===== config.mk =====
export PLATFORM = sky130hd
export DESIGN_NAME = dot_mac_scheduler
export DESIGN_NICKNAME = d
export VERILOG_FILES = /design/src/rtl/dot_mac_pkg.sv /design/src/rtl/dot_mac_arbiter.sv /design/src/rtl/dot_mac_scheduler.sv
export SDC_FILE = /design/constraint.sdc
export NUM_CORES = 1
export LEC_CHECK = 0
export BUFFER_PORTS_ARGS = -buffer_cell sky130_fd_sc_hd__buf_2
export CAP_MARGIN = 20
export CORE_UTILIZATION = 60
export DETAILED_ROUTE_END_ITERATION = 10
export GPL_ROUTABILITY_DRIVEN = 0
export HOLD_SLACK_MARGIN = 0.12
export PLACE_DENSITY = 0.84
export SETUP_SLACK_MARGIN = 0.1
export SYNTH_ARGS = -nofsm -noshare
export SYNTH_HDL_FRONTEND = slang
export SYNTH_SLANG_ARGS = --single-unit

===== constraint.sdc =====
create_clock -name clk -period 3.2 [get_ports clk]
set_input_delay 0.48 -clock clk [delete_from_list [all_inputs] [get_ports clk]]
set_output_delay 0.48 -clock clk [all_outputs]
set_load 0.01 [all_outputs]

===== src/rtl/dot_mac_pkg.sv =====
// dot_mac_pkg
// Shared definitions for the dot-product MAC scheduler:
//   - state_t   : scheduler FSM state encoding
//   - NIBBLES   : number of nibble lanes per 32-bit word
//   - X_LSB / Y_LSB / NIB_W : where the x and y nibbles live inside a word
//   - nibble_product : zero-extended 4x4 product of lane k of a word
package dot_mac_pkg;

    typedef enum logic [3:0] {
        S_IDLE,
        S_LOAD,
        S_MUL0,
        S_MUL1,
        S_MUL2,
        S_MUL3,
        S_ACC,
        S_FIN,
        S_RESP
    } state_t;

    localparam int NIBBLES = 4;
    localparam int NIB_W   = 4;
    localparam int X_LSB   = 0;
    localparam int Y_LSB   = 16;

    // x operands occupy the low half-word, y operands the high half-word,
    // lane k of each sitting at the same nibble offset.
    function automatic logic [7:0] nibble_product(input logic [31:0] word, input int k);
        logic [3:0] x;
        logic [3:0] y;
        x = word[X_LSB + k*NIB_W +: NIB_W];
        y = word[Y_LSB + k*NIB_W +: NIB_W];
        return {4'b0000, x} * {4'b0000, y};
    endfunction

endpackage


===== src/rtl/dot_mac_arbiter.sv =====
// dot_mac_arbiter
// Picks one requester out of a valid vector.
// Build option: define DOT_MAC_ROUND_ROBIN_EN for round-robin arbitration
// (search starts at an internal pointer that moves past each finished job);
// otherwise fixed priority, lowest index wins, and no pointer exists.
// Ports:
//   clk, rst      : clock, asynchronous active-low reset
//   i_req_valid   : NREQ request lines
//   i_advance     : a job has completed this cycle
//   i_done_id     : requester that owned the completed job
//   o_gnt         : index of the selected requester
//   o_any         : at least one request present
module dot_mac_arbiter #(
    parameter int NREQ = 2,
    parameter int IDW  = $clog2(NREQ)
) (
    input  logic            clk,
    input  logic            rst,
    input  logic [NREQ-1:0] i_req_valid,
    input  logic            i_advance,
    input  logic [IDW-1:0]  i_done_id,
    output logic [IDW-1:0]  o_gnt,
    output logic            o_any
);

    assign o_any = |i_req_valid;

`ifdef DOT_MAC_ROUND_ROBIN_EN
    logic [IDW-1:0] r_ptr;

    // The pointer lands on the requester just after the one that finished,
    // so it becomes the highest-priority candidate for the next job.
    always_ff @(posedge clk or negedge rst) begin
        if (!rst) begin
            r_ptr <= '0;
        end else if (i_advance) begin
            r_ptr <= IDW'((int'(i_done_id) + 1) % NREQ);
        end
    end

    always_comb begin
        logic w_found;
        o_gnt   = '0;
        w_found = 1'b0;
        for (int i = 0; i < NREQ; i++) begin
            int idx;
            idx = (int'(r_ptr) + i) % NREQ;
            if (!w_found && i_req_valid[idx]) begin
                o_gnt   = IDW'(idx);
                w_found = 1'b1;
            end
        end
    end
`else
    logic w_unused;
    assign w_unused = ^{clk, rst, i_advance, i_done_id};

    // Scanning downward lets the lowest valid index overwrite the rest.
    always_comb begin
        o_gnt = '0;
        for (int i = NREQ - 1; i >= 0; i--) begin
            if (i_req_valid[i]) begin
                o_gnt = IDW'(i);
            end
        end
    end
`endif

endmodule


===== src/rtl/dot_mac_scheduler.sv =====
// dot_mac_scheduler
// Shares one 4x4 multiply / 8-bit accumulate datapath among NREQ requesters.
// A granted requester streams LEN words; each word yields four nibble
// products accumulated into S0..S3, and the job returns
// W = (S0-S1)+(S2-S3) mod 256 tagged with the requester id.
// Build option: DOT_MAC_ROUND_ROBIN_EN (round-robin arbitration, handled
// inside dot_mac_arbiter); default is fixed priority.
// Ports:
//   clk, rst   : clock, asynchronous active-low reset
//   req_valid  : per-requester word valid
//   req_data   : per-requester 32-bit words, requester i at [32*i +: 32]
//   req_ready  : per-requester word accept (only the granted one, in LOAD)
//   res_valid / res_ready : result handshake
//   res_data   : W mod 256
//   res_id     : requester that owned the job
//   busy       : high whenever not idle
module dot_mac_scheduler
    import dot_mac_pkg::*;
#(
    parameter int NREQ = 2,
    parameter int LEN  = 4,
    parameter int IDW  = $clog2(NREQ)
) (
    input  logic               clk,
    input  logic               rst,
    input  logic [NREQ-1:0]    req_valid,
    input  logic [NREQ*32-1:0] req_data,
    output logic [NREQ-1:0]    req_ready,
    output logic               res_valid,
    input  logic               res_ready,
    output logic [7:0]         res_data,
    output logic [IDW-1:0]     res_id,
    output logic               busy
);

    localparam int CW = (LEN > 1) ? $clog2(LEN) : 1;

    state_t          r_state;
    state_t          w_next;
    logic [IDW-1:0]  r_gnt;
    logic [IDW-1:0]  w_arbGnt;
    logic            w_arbAny;
    logic [31:0]     r_word;
    logic [31:0]     w_selWord;
    logic            w_gntValid;
    logic            w_lastWord;
    logic            w_resAccept;
    logic [7:0]      r_m [NIBBLES];
    logic [7:0]      r_s [NIBBLES];
    logic [7:0]      r_w;
    logic [CW-1:0]   r_cnt;

    assign w_selWord   = req_data[int'(r_gnt)*32 +: 32];
    assign w_gntValid  = req_valid[r_gnt];
    assign w_lastWord  = (r_cnt == CW'(LEN - 1));
    assign w_resAccept = (r_state == S_RESP) && res_ready;

    dot_mac_arbiter #(
        .NREQ (NREQ),
        .IDW  (IDW)
    ) u_arbiter (
        .clk         (clk),
        .rst         (rst),
        .i_req_valid (req_valid),
        .i_advance   (w_resAccept),
        .i_done_id   (r_gnt),
        .o_gnt       (w_arbGnt),
        .o_any       (w_arbAny)
    );

    always_ff @(posedge clk or negedge rst) begin
        if (!rst) begin
            r_state <= S_IDLE;
        end else begin
            r_state <= w_next;
        end
    end

    always_comb begin
        w_next = r_state;
        case (r_state)
            S_IDLE:  if (w_arbAny)   w_next = S_LOAD;
            S_LOAD:  if (w_gntValid) w_next = S_MUL0;
            S_MUL0:  w_next = S_MUL1;
            S_MUL1:  w_next = S_MUL2;
            S_MUL2:  w_next = S_MUL3;
            S_MUL3:  w_next = S_ACC;
            S_ACC:   w_next = w_lastWord ? S_FIN : S_LOAD;
            S_FIN:   w_next = S_RESP;
            S_RESP:  if (res_ready)  w_next = S_IDLE;
            default: w_next = S_IDLE;
        endcase
    end

    always_comb begin
        req_ready = '0;
        for (int i = 0; i < NREQ; i++) begin
            req_ready[i] = (r_state == S_LOAD) && (r_gnt == IDW'(i));
        end
        res_valid = (r_state == S_RESP);
        busy      = (r_state != S_IDLE);
    end

    assign res_data = r_w;
    assign res_id   = r_gnt;

    // Grant is captured once in IDLE and held until the result is taken, so
    // res_id stays stable through RESP and other requesters are locked out.
    always_ff @(posedge clk or negedge rst) begin
        if (!rst) begin
            r_gnt  <= '0;
            r_word <= '0;
            r_w    <= '0;
            r_cnt  <= '0;
            for (int k = 0; k < NIBBLES; k++) begin
                r_m[k] <= '0;
                r_s[k] <= '0;
            end
        end else begin
            case (r_state)
                S_IDLE: begin
                    if (w_arbAny) begin
                        r_gnt <= w_arbGnt;
                    end
                end
                S_LOAD: begin
                    if (w_gntValid) begin
                        r_word <= w_selWord;
                    end
                end
                S_MUL0: r_m[0] <= nibble_product(r_word, 0);
                S_MUL1: r_m[1] <= nibble_product(r_word, 1);
                S_MUL2: r_m[2] <= nibble_product(r_word, 2);
                S_MUL3: r_m[3] <= nibble_product(r_word, 3);
                S_ACC: begin
                    for (int k = 0; k < NIBBLES; k++) begin
                        r_s[k] <= r_s[k] + r_m[k];
                    end
                    if (!w_lastWord) begin
                        r_cnt <= r_cnt + CW'(1);
                    end
                end
                S_FIN: begin
                    r_w <= (r_s[0] - r_s[1]) + (r_s[2] - r_s[3]);
                end
                S_RESP: begin
                    // Clearing on acceptance leaves the next job starting
                    // from zero sums; r_w is kept so res_data only changes
                    // when a new result is produced.
                    if (res_ready) begin
                        r_cnt <= '0;
                        for (int k = 0; k < NIBBLES; k++) begin
                            r_m[k] <= '0;
                            r_s[k] <= '0;
                        end
                    end
                end
                default: ;
            endcase
        end
    end

endmodule


==> impl_metrics.tcl <==
set metrics [dict create \
    status "finished clean" \
    hpwlAfterDp_um 13000 \
    synth_area_um2 8260 \
    worstPathRequired_ns 3.49 \
    final.min_clock_period_ns 2.97 \
    start_util 0.619 \
    fp.dieW_um 119 \
    row_count 42 \
    antenna_found_initial 0 \
    num_antenna_cells 0 \
    yosysWarnings 0 \
    grt-ovfl-total 0 \
    ant_nets 0 \
    synth_edf_count 0 \
    async_reset_ff_frac 1.00 \
    path_cells "inv_1 > fa_1 > inv_1 > fa_1 > inv_1 > ha_1 > fa_2 > a21o_1 > a21o_1 > a21oi_2 > or4b_1 > nand3_1" \
    dieArea_um2 14200 \
    rsz0062_at_grt "yes" \
    crit_buf_inv 3 \
    drt_wl_total_um 16900 \
    final_hold_viol_count 0 \
    cts.clk_slew.worst_paths_ns 0.08 \
    fillCellCount 1075 \
    drtPass1Iterations 4 \
    dpl_cell_area_um2 8810 \
    grtUsageTotal 0.262 \
    min_period_over_period 0.929 \
    crit_top_cell "inv_1" \
    grt_max_degree 56 \
    synth_cell_type_count 55 \
    cts.sinks 111 \
    syn-instance-count 859 \
    drive_gt1_frac 0.127 \
    max_freq_mhz 336 \
    syn_to_final_growth_pct 10.9 \
    core_area_um2 13300 \
    skew_ns 0.00974 \
    whs_ns 0.315 \
    cts_buffers 9 \
    reg2reg_slack_ns 0.23 \
    die_h_um 119 \
    slowest_stage "fa_1" \
    path_delay_family "adder cells" \
    grt_pass1_wl_um 29600 \
    critPathLaunchType "flip-flop" \
    vias 6317 \
    cp_slowest_stage_delay_ns 0.52 \
    end_kind "flip-flop" \
    tightestPinTransition_ns 0.969 \
    vias_per_cell 5.69 \
    seq_area_frac_synth 0.336 \
    grt_pass1_vias 6383 \
    finalSetupViolations 0 \
    crit_path_max_fanout 3 \
    route.detailed.drc 0 \
    root_buffer "clkbuf_16" \
    syn_area_per_cell_um2 9.61 \
    dr.first_iter.drc_count 323 \
    layout.nets 1117 \
    critical_path_class "flip-flop to flip-flop" \
    ys.flop_type "dfrtp_1" \
    finalMaxSlewViolations 0 \
    clkLatencyLatePin_ns 0.36 \
    avgRoutedWirePerCell_um 15.2 \
    min_path_type "primary input to flip-flop" \
    io_buffers 81 \
    fin_area_um2 9160 \
    critPathArrivalTime_ns 3.26 \
    syn_nets 1047 \
    cap_violations 0 \
    relSlewSlack 0.354 \
    finalSetupTns_ns 0 \
    ios 82 \
    clock_path_buffers 2 \
    yosys_register_bits 111 \
    cts_max_level 3 \
    cts_tree "built" \
]
==> flip-flops by register name, indices dropped and copies added, names as in the netlist <==
name and count:
r_m 32, r_s 32, r_word 32, res_data 8
r_state 4, r_cnt 2, res_id 1
==> placed cells by master, fill, tap and decap left out, types with 33 or more instances in the layout <==
master / n
a21oi_1: 61
and2_1: 48
buf_2: 80
dfrtp_1: 110
fa_1: 33
ha_1: 85
inv_1: 71
mux2i_1: 41
nand2_1: 60
nor2_1: 60
o21ai_0: 59
==> path summary, 6_finish.rpt <==
path | startpoint | end | cells past startpoint
setup / recovery | r_s[0] | res_data[6] | 12
hold / removal | req_valid[0] | res_id | 2
setup reg to reg | r_s[0] | res_data[6] | 12
hold reg to reg | res_data[2] | res_data[2] | 2
max in group asynchronous | rst | res_id | 3
min in group asynchronous | rst | r_s[27] | 2
==> synth_stat cells, types with 3 or more instances <==
library cell  number  area share
nor3b_1            6      0.0055
or3_1              4      0.0030
a21oi_1           62       0.038
xor2_1            10       0.011
clkbuf_1           7      0.0032
mux2i_1           41       0.050
and2_1            48       0.036
fa_1              34       0.082
dfrtp_1          111        0.34
o211ai_1           9      0.0082
inv_1             71       0.032
nor2_1            60       0.027
buf_2             17       0.010
and3_1             5      0.0038
o31ai_1            3      0.0027
a32o_1             4      0.0048
o21bai_1           5      0.0045
a211oi_1           7      0.0064
nor3_1             3      0.0018
a211o_1            4      0.0042
a21o_1            17       0.015
nor2b_1           14       0.011
nand2_1           60       0.027
xnor2_1           18       0.019
nand3b_1           6      0.0055
or2_0              4      0.0030
a211oi_2           3      0.0045
a22oi_1            4      0.0036
o21a_1             4      0.0036
mux2_2             6      0.0082
a32oi_1            4      0.0042
o21ai_0           59       0.036
nand3_1           10      0.0061
ha_1              85        0.13
buf_1              3      0.0014
nand2b_1           7      0.0053
a22o_1            22       0.023
==> kinds of logic (layout without fill, tap and decap cells) <==
logic type / after synthesis / after routing / share of synthesized area
AO/OA/AOI/OAI: 217 / 217 / 0.169
buffers and inverters: 102 / 177 / 0.0514
flip-flops: 111 / 111 / 0.336
adder cells (fa/ha/maj): 119 / 119 / 0.211
AND/OR/NAND/NOR: 235 / 235 / 0.144
XOR/XNOR: 28 / 28 / 0.0297
multiplexers: 47 / 47 / 0.0579
==> routing by layer <==
layer	routed length (um)	GRT usage	vias up	part of all wire
li1	-	-	3134	-
met1	7570	0.342	3012	0.45
met2	8280	0.436	148	0.49
met3	742	0.0560	23	0.044
met4	324	0.0805	0	0.019
met5	0	0	-	0
==> layout make-up <==
cell class | instances | area [um2] | area share
Timing Repair Buffer | 89 | 495 | 0.0541
Tap cell | 176 | 220 | 0.0240
Clock buffer | 10 | 229 | 0.0250
Clock inverter | 6 | 97.6 | 0.0107
Inverter | 72 | 272 | 0.0296
Sequential cell | 111 | 2780 | 0.303
Multi-Input combinational cell | 646 | 5070 | 0.553
==> metrics by stage <==
step                setup WS [ns]  std cells   util
global placement            0.270       1093  0.660
detailed placement          0.162       1093  0.660
finish                      0.226       1110  0.686
global route               0.0866       1110  0.686
CTS                         0.153       1110  0.685
floorplan                   0.333        859      -
==> timing repair <==
action	in CTS	in global routing
hold buffers	1	0
hold endpoints to repair	28	0
endpoints found under the setup margin	0	2
buffers inserted	0	0
gates resized for setup	0	3
Power is not shown: default switching activity piles up to over one toggle a cycle in this logic, so the estimate is an artifact.
